==> src/rtl/alu_pkg.sv <==
// Shared types for the pipelined ALU: opcode encoding, FSM states and the
// status-flag bundle.
package alu_pkg;

  typedef enum logic [2:0] {
    OP_ADD = 3'b000,
    OP_SUB = 3'b001,
    OP_AND = 3'b010,
    OP_OR  = 3'b011,
    OP_XOR = 3'b100,
    OP_SHL = 3'b101,
    OP_SHR = 3'b110,
    OP_MUL = 3'b111
  } opcode_e;

  typedef enum logic [1:0] {
    ST_IDLE = 2'd0,
    ST_CALC = 2'd1,
    ST_HOLD = 2'd2
  } state_e;

  typedef struct packed {
    logic zero;
    logic carry;
    logic overflow;
    logic negative;
  } flags_t;

endpackage

==> src/rtl/alu_mul_iter.sv <==
// Iterative unsigned shift-add multiplier. The first partial product is taken
// on the start edge, so the full product appears WIDTH-1 cycles later (done_o).
module alu_mul_iter #(
  parameter int WIDTH = 4
) (
  input  logic               clk,
  input  logic               rst,
  input  logic               start_i,
  input  logic [WIDTH-1:0]   a_i,
  input  logic [WIDTH-1:0]   b_i,
  output logic               done_o,
  output logic [2*WIDTH-1:0] product_o
);

  localparam int CW = $clog2(WIDTH);

  logic               busy_q,   busy_d;
  logic [CW-1:0]      cnt_q,    cnt_d;
  logic [2*WIDTH-1:0] acc_q,    acc_d;
  logic [2*WIDTH-1:0] mcand_q,  mcand_d;
  logic [WIDTH-1:0]   mplier_q, mplier_d;

  logic [2*WIDTH-1:0] a_ext;
  logic [2*WIDTH-1:0] acc_next;

  assign a_ext    = {{WIDTH{1'b0}}, a_i};
  assign acc_next = acc_q + (mplier_q[0] ? mcand_q : '0);

  // The last step's sum is presented combinationally so the caller can
  // register it on the same edge that retires the final partial product.
  assign done_o    = busy_q && (cnt_q == CW'(WIDTH - 1));
  assign product_o = acc_next;

  always_comb begin
    // NOTE: every variable gets a default before any branch, otherwise paths
    // that do not assign it would infer a latch.
    busy_d   = busy_q;
    cnt_d    = cnt_q;
    acc_d    = acc_q;
    mcand_d  = mcand_q;
    mplier_d = mplier_q;
    if (start_i) begin
      busy_d   = 1'b1;
      cnt_d    = CW'(1);
      acc_d    = b_i[0] ? a_ext : '0;
      mcand_d  = a_ext << 1;
      mplier_d = b_i >> 1;
    end else if (busy_q) begin
      acc_d    = acc_next;
      mcand_d  = mcand_q << 1;
      mplier_d = mplier_q >> 1;
      cnt_d    = cnt_q + CW'(1);
      if (done_o) busy_d = 1'b0;
    end
  end

  // NOTE: sequential state uses non-blocking assignments so every register
  // samples the pre-edge values, independent of statement order.
  always_ff @(posedge clk or posedge rst) begin
    if (rst) begin
      busy_q   <= 1'b0;
      cnt_q    <= '0;
      acc_q    <= '0;
      mcand_q  <= '0;
      mplier_q <= '0;
    end else begin
      busy_q   <= busy_d;
      cnt_q    <= cnt_d;
      acc_q    <= acc_d;
      mcand_q  <= mcand_d;
      mplier_q <= mplier_d;
    end
  end

endmodule

==> src/rtl/alu_pipe.sv <==
// Single-request ALU with valid/ready handshakes: one-cycle ops for
// add/sub/logic/shift, an iterative multiplier for MUL, registered result+flags.
module alu_pipe
  import alu_pkg::*;
#(
  parameter int WIDTH = 4
) (
  input  logic             clk,
  input  logic             rst,
  input  logic             in_valid,
  output logic             in_ready,
  input  logic [2:0]       opcode,
  input  logic [WIDTH-1:0] opperand_1,
  input  logic [WIDTH-1:0] opperand_2,
  output logic             out_valid,
  input  logic             out_ready,
  output logic [WIDTH-1:0] alu_out,
  output logic             flag_zero,
  output logic             flag_carry,
  output logic             flag_overflow,
  output logic             flag_negative
);

  state_e state_q, state_d;
  opcode_e op;
  logic accept;

  logic [WIDTH-1:0] res_q, res_d;
  flags_t           flags_q, flags_d;

  logic [WIDTH:0]   add_full, sub_full;
  logic             shift_oob;
  logic [WIDTH-1:0] alu_res;
  logic             alu_c, alu_v;

  logic               mul_start, mul_done;
  logic [2*WIDTH-1:0] mul_product;
  logic [WIDTH-1:0]   mul_res;

  assign op        = opcode_e'(opcode);
  assign in_ready  = (state_q == ST_IDLE);
  assign out_valid = (state_q == ST_HOLD);
  assign accept    = in_valid && in_ready;
  assign mul_start = accept && (op == OP_MUL);

  alu_mul_iter #(.WIDTH(WIDTH)) u_mul (
    .clk       (clk),
    .rst       (rst),
    .start_i   (mul_start),
    .a_i       (opperand_1),
    .b_i       (opperand_2),
    .done_o    (mul_done),
    .product_o (mul_product)
  );

  assign add_full  = {1'b0, opperand_1} + {1'b0, opperand_2};
  assign sub_full  = {1'b0, opperand_1} - {1'b0, opperand_2};
  assign shift_oob = 33'(opperand_2) >= 33'(WIDTH);
  assign mul_res   = mul_product[WIDTH-1:0];

  always_comb begin
    alu_res = '0;
    alu_c   = 1'b0;
    alu_v   = 1'b0;
    case (op)
      OP_ADD: begin
        alu_res = add_full[WIDTH-1:0];
        alu_c   = add_full[WIDTH];
        alu_v   = (opperand_1[WIDTH-1] == opperand_2[WIDTH-1]) &&
                  (alu_res[WIDTH-1] != opperand_1[WIDTH-1]);
      end
      OP_SUB: begin
        alu_res = sub_full[WIDTH-1:0];
        alu_c   = sub_full[WIDTH];
        alu_v   = (opperand_1[WIDTH-1] != opperand_2[WIDTH-1]) &&
                  (alu_res[WIDTH-1] != opperand_1[WIDTH-1]);
      end
      OP_AND:  alu_res = opperand_1 & opperand_2;
      OP_OR:   alu_res = opperand_1 | opperand_2;
      OP_XOR:  alu_res = opperand_1 ^ opperand_2;
      OP_SHL:  alu_res = shift_oob ? '0 : (opperand_1 << opperand_2);
      OP_SHR:  alu_res = shift_oob ? '0 : (opperand_1 >> opperand_2);
      default: ;
    endcase
  end

  // Result/flags load only on a non-MUL accept or the multiplier's last step.
  always_comb begin
    res_d   = res_q;
    flags_d = flags_q;
    if (accept && (op != OP_MUL)) begin
      res_d            = alu_res;
      flags_d.zero     = (alu_res == '0);
      flags_d.carry    = alu_c;
      flags_d.overflow = alu_v;
      flags_d.negative = alu_res[WIDTH-1];
    end else if (mul_done) begin
      res_d            = mul_res;
      flags_d.zero     = (mul_res == '0);
      flags_d.carry    = |mul_product[2*WIDTH-1:WIDTH];
      flags_d.overflow = 1'b0;
      flags_d.negative = mul_res[WIDTH-1];
    end
  end

  always_comb begin
    state_d = state_q;
    case (state_q)
      ST_IDLE: if (accept) state_d = (op == OP_MUL) ? ST_CALC : ST_HOLD;
      ST_CALC: if (mul_done) state_d = ST_HOLD;
      ST_HOLD: if (out_ready) state_d = ST_IDLE;
      default: state_d = ST_IDLE;
    endcase
  end

  always_ff @(posedge clk or posedge rst) begin
    if (rst) begin
      state_q <= ST_IDLE;
      res_q   <= '0;
      flags_q <= '0;
    end else begin
      state_q <= state_d;
      res_q   <= res_d;
      flags_q <= flags_d;
    end
  end

  assign alu_out       = res_q;
  assign flag_zero     = flags_q.zero;
  assign flag_carry    = flags_q.carry;
  assign flag_overflow = flags_q.overflow;
  assign flag_negative = flags_q.negative;

endmodule

==> config.mk <==
export PLATFORM = sky130hd
export DESIGN_NAME = alu_pipe
export DESIGN_NICKNAME = d
export VERILOG_FILES = /design/src/rtl/alu_pkg.sv /design/src/rtl/alu_mul_iter.sv /design/src/rtl/alu_pipe.sv
export SDC_FILE = /design/constraint.sdc
export NUM_CORES = 1
export LEC_CHECK = 0
export ABC_AREA = 0
export CAP_MARGIN = 20
export CORE_MARGIN = 2
export CORE_UTILIZATION = 25
export CTS_CLUSTER_DIAMETER = 50
export DETAILED_ROUTE_END_ITERATION = 7
export PLACE_DENSITY_LB_ADDON = 0.2
export SLEW_MARGIN = 10
export SYNTH_ARGS = -nofsm -noshare
export SYNTH_HDL_FRONTEND = slang
export SYNTH_SLANG_ARGS = --single-unit
==> constraint.sdc <==
create_clock -name clk -period 2.8 [get_ports clk]
set_input_delay 0.84 -clock clk [delete_from_list [all_inputs] [get_ports clk]]
set_output_delay 0.84 -clock clk [all_outputs]
set_load 0.02 [all_outputs]
-- After elaboration in Yosys (flattened, before gate mapping)
Index checks and enable logic that the tools add are counted.
- flip-flop bits (word level): 33
- input port bits: 15
- output and inout port bits: 10
- word-level logic and storage cells: 80
- add/sub/neg operators: 4
- magnitude comparators: 1
- eq/ne operators: 18
- shift-type cells: 2
- mux-type cells: 27
- bitwise logic cells: 3
- reductions and logical operators: 14
- operators by type and width (cell ; count):
    8-bit 2-to-1 mux ; 5
    4-bit 2-to-1 mux ; 9
    4-bit case mux with 7 select lines ; 1
    3-bit == test (second input constant) ; 4
    2-bit 2-to-1 mux ; 6
    8-bit adder ; 1
    4-bit logical NOT ; 2
    3-bit by 2-bit == test with 1-bit output (second input constant) ; 2
    1-bit logical AND ; 6
    2-bit case mux with 3 select lines ; 1
    4-bit by 4-bit adder with 5-bit output ; 1
    4-bit by 4-bit subtractor with 5-bit output ; 1
    4-bit AND ; 1
    2-bit == test (second input constant) ; 2
    4-bit by 3-bit greater-or-equal comparator with 1-bit output (second input constant) ; 1
    2-bit by 1-bit inequality test with 1-bit output (second input constant) ; 2
    4-bit bitwise OR ; 1
    1-bit case mux with 2 select lines ; 2
    2-bit nonzero test ; 2
    4-bit OR reduction ; 1
    4-bit by 4-bit << shifter with 4-bit output ; 1
    4-bit by 4-bit >> shifter with 4-bit output ; 1
    4-bit bitwise XOR ; 1
    3-bit by 1-bit == test with 1-bit output (second input constant) ; 1
    other kinds (10) ; 14

-- Depth between registers and ports, before layout
- depth after elaboration: 5
- depth in mapped cells: 10
- depth with buffers taken out: 10

-- Hierarchy
A second synthesis with hierarchy kept.
- cell total of the unflattened synthesis: 291
- area total of the unflattened synthesis: 2556.2 um^2
- modules (own cells, without submodules) (module ; instances ; cells an instance ; area an instance (um^2) ; seq. area each (um^2)):
    alu_pipe ; 1 ; 161 ; 1295.0 ; 225.2
    alu_mul_iter ; 1 ; 130 ; 1261.2 ; 525.5

-- Least setup slack after synthesis
No wires, ideal clock.
- path kind: in2reg
- start: in opperand_2[1]
- end: reg flags_q (netlist bit flag_zero)
- library setup time: 66 ps
- arrival: 2329 ps
- required time: 2734 ps
- setup slack: 405 ps
- stages: 8
- path buffers: 0
- cells stage by stage: inv_1 -> ha_1 -> a21o_1 -> a21oi_2 -> mux2i_1 -> xor2_1 -> a211oi_1 -> a41o_1
- longest elaborated chain between the ends: 5
- elaborated cells between the ends (all ways): 13
- those cells by class: 2 x add/sub; 1 x order compare; 2 x shift; 4 x mux; 3 x bitwise; 1 x reduce/logical
- RTL lines (what ; RTL line ; text):
    start, declared ; alu_pipe.sv:14 ; input logic [WIDTH-1:0] opperand_2,
    4-bit by 3-bit greater-or-equal comparator with 1-bit output (tied with other cells) ; alu_pipe.sv:58 ; assign shift_oob = 33'(opperand_2) >= 33'(WIDTH);
    4-bit 2-to-1 mux, on equally long branches ; alu_pipe.sv:82, alu_pipe.sv:81 ;
    4-bit case mux with 7 select lines (*) ; alu_pipe.sv:65 ; case (op)
    4-bit logical NOT (*) ; alu_pipe.sv:93 ; flags_d.zero = (alu_res == '0);
    4-bit 2-to-1 mux (*) ; alu_pipe.sv:91 ; if (accept && (op != OP_MUL)) begin
    end signal, assigned ; alu_pipe.sv:124 ; flags_q <= flags_d;
    end, declared ; alu_pipe.sv:29 ; flags_t flags_q, flags_d;
Every way passes the cells marked *; elsewhere a longest branch is shown, timed or not.
A chain may end at the register's enable or synchronous reset.

-- Worst setup path after layout
- start: in opperand_1[0]
- end: reg flags_q (netlist bit flag_zero)
- longest elaborated chain between the ends: 5
- elaborated cells between the ends (all ways): 12
- those cells by class: 2 x add/sub; 2 x shift; 4 x mux; 3 x bitwise; 1 x reduce/logical
- RTL lines (what ; RTL line ; text):
    start, declared ; alu_pipe.sv:13 ; input logic [WIDTH-1:0] opperand_1,
    4-bit by 4-bit >> shifter with 4-bit output or 4-bit by 4-bit << shifter with 4-bit output (tied branches) ; alu_pipe.sv:82, alu_pipe.sv:81 ;
    4-bit 2-to-1 mux, on equally long branches ; alu_pipe.sv:82, alu_pipe.sv:81 ;
    4-bit case mux with 7 select lines (*) ; alu_pipe.sv:65 ;
    4-bit logical NOT (*) ; alu_pipe.sv:93 ;
    4-bit 2-to-1 mux (*) ; alu_pipe.sv:91 ;
Marks and branches as above.

==> reports/metrics.yaml <==
place:
  routabilityCongestion: 0.8157
  post-dp-hpwl_um: 4832
  io_buffer_count: 24
  place_ws_ns: -0.1951
logic_synthesis:
  yosys.area.top_type: "dfrtp_1"
  synth_top_cells_by_count: "nand2_1 (31), dfrtp_1 (30), nor2_1 (20), o21ai_0 (20), ha_1 (19)"
  seq_area_frac_synth: 0.3215
  yosysUniqueCellTypes: 50
  synth.most_common_cell: "nand2_1"
  ys_ff_latch: 30
  async_flop_share: 1.000
  synth_top_area_frac: 0.3215
  avgSynthCellArea_sq_um: 8.712
  syn_area_sq_um: 2335
  yosysWarnings: 0
  synth_area_leaders: "dfrtp_1 (32%), ha_1 (10%), mux2i_1 (6.0%), nand2_1 (5.0%), o21ai_0 (4.3%)"
  netlist_instances: 268
  synth_edf_count: 0
  synth_nets: 305
  synth_ff_type: "dfrtp_1"
timing:
  finalClockSkew_ns: 0.005579
  hold_viol_final: 0
  post-route-period-util: 0.9692
  tns_ns: 0
  fin_ws_ns: 0.08616
  fin_hold_ws_ns: 0.5086
  slew_violations: 0
  max_freq_mhz: 368.5
  max_slew.worst_pin.slew_ns: 0.3920
  finalCriticalPeriod_ns: 2.714
  final-setup-viol-count: 0
  slew_headroom: 0.7387
routing:
  drt_iter0_drc: 96
  vias: 2098
  finalWirelength_um: 6277
  avgRoutedWirePerCell_um: 14.36
  ant_nets: 0
  viasPerCell: 4.801
  drc_errors: 0
  drt_pre_antenna_iters: 5
run_status:
  status: "finished, final reports clean"
pwr:
  p_per_area_nw_per_um2: 689.3
  peakVddDrop_mv: 0.2014
  power.leakage_nw: 1.383
cells_and_area:
  diodes: 0
  layout-drive-gt1-share: 0.1779
  area_delta_synth_final_pct: 31.24
  regArea_sq_um: 750.7
  fillers: 953
  fin_nets: 362
  multi_input_area_sq_um: 1485
  utilization: 0.3348
floorplan:
  fp.dieW_um: 100.6
  num_io_pins: 25
  core_sq_um: 9153
  start_util: 0.2551
  row_count: 35
  die-area_sq_um: 10130
  fp.dieH_um: 100.6
worst_setup_path:
  critPathKind: "in2reg"
  crit_path_end_kind: "flop"
  critPathLaunchType: "input pin"
  worstPathArrival_ns: 2.94
  cp.required_ns: 3.02
  crit_path_max_fanout: 3
flow_run:
  drv_cap: 0
clock_network:
  clkSlewWorstSetupHoldPaths_ns: 0.06
  clk_latency_ns: 0.29
  clockBufferDepth: 2
  cts_tree: "yes"
  htreeDepth: 2
  cts_buffers: 5
  postCtsSetupRepairBufs: 0
  cts.sinks: 30
  cts-root-buf: "clkbuf_8"
global_route:
  grt_overflow: 0
  grt_max_degree: 31
  antenna_found_initial: 0
  grtUsageTotal: 0.1308
  grt_pass1_vias: 2113
  grt_pass1_wl_um: 10380
worst_hold_path:
  min_path_type: "reg2reg"
[kinds of logic after synthesis]
group,count (synthesis),synth area share
compound gates,78,0.2187
xor+xnor,9,0.03376
fa+ha+maj,22,0.1275
buf+inv,27,0.05198
flops,30,0.3215
mux,16,0.06967
simple gates,86,0.1769
[layer usage]
layer | GRT usage | vias up | routed length, um
li1 | - | 1073 | -
met1 | 0.1798 | 972 | 3204
met2 | 0.2067 | 43 | 2770
met3 | 0.02080 | 10 | 188
met4 | 0.04847 | 0 | 113
met5 | 0 | - | 0
[critical path, cell delays in order]
cell             delay [ns]
clkdlybuf4s50_1        0.52
inv_1                  0.08
ha_1                   0.22
inv_1                  0.08
fa_1                   0.40
nor2_1                 0.11
a21oi_1                0.05
a21oi_1                0.14
o22ai_1                0.09
nor2_1                 0.21
a41o_1                 0.20
[stage by stage]
step                instance area, sq um  instances  total power [mW]
global route                        3064        437             2.286
detailed placement                  2950        429             1.751
finish                              3064        437             2.112
global placement                    2950        429             1.748
floorplan                           2335        268             1.386
CTS                                 3042        437             2.131
[what timing repair did]
item,4_1_cts,5_1_grt
hold buffers,0,0
setup endpoints to repair,0,2
resized for setup,0,3
[where the power goes]
group	internal (mW)	switching (mW)	total, mW
Clock	0.198	0.170	0.368
Combinational	0.482	0.535	1.02
Sequential	0.606	0.121	0.727
[worst paths after layout]
check                                    end  cells past startpoint         startpoint  slack, ns
min                        u_mul.mplier_q[2]                      2  u_mul.mplier_q[2]       0.51
max reg2reg                       flag_carry                      9  u_mul.mplier_q[0]       0.39
max                                flag_zero                     11      opperand_1[0]       0.09
max in group asynchronous   u_mul.mcand_q[5]                      3                rst       1.57
min in group asynchronous         state_q[1]                      3                rst       0.93
min reg2reg                u_mul.mplier_q[2]                      2  u_mul.mplier_q[2]       0.51
[final cells by class]
type	instances	share of cell area
Sequential cell	30	0.2450
Inverter	14	0.01715
Clock inverter	1	0.001633
Multi-Input combinational cell	211	0.4847
Tap cell	111	0.04532
Timing Repair Buffer	63	0.1780
Clock buffer	7	0.02817
[placed cells by master, fill, tap and decap left out, drive strengths merged, types with 3 or more instances in the layout]
master and n:
a211oi 8, a21o 4, a21oi 16, a22oi 4, and2 7, buf 39
clkbuf 7, clkdlybuf4s50 24, dfrtp 30, fa 3, ha 19, inv 14
mux2i 14, nand2 31, nand3 9, nor2 20, nor2b 4, nor3 7
o21a 3, o21ai 23, xnor2 6, xor2 3
[state kept, by name (all words and copies together), names as in the netlist]
| register | flops |
|---|---|
| u_mul.acc_q | 8 |
| flag_overflow | 1 |
| u_mul.cnt_q | 2 |
| state_q | 2 |
| alu_out | 4 |
| flag_carry | 1 |
| u_mul.mplier_q | 3 |
| u_mul.mcand_q | 7 |
| u_mul.busy_q | 1 |
| flag_zero | 1 |
No activity file was read; power rests on OpenSTA's default activity.
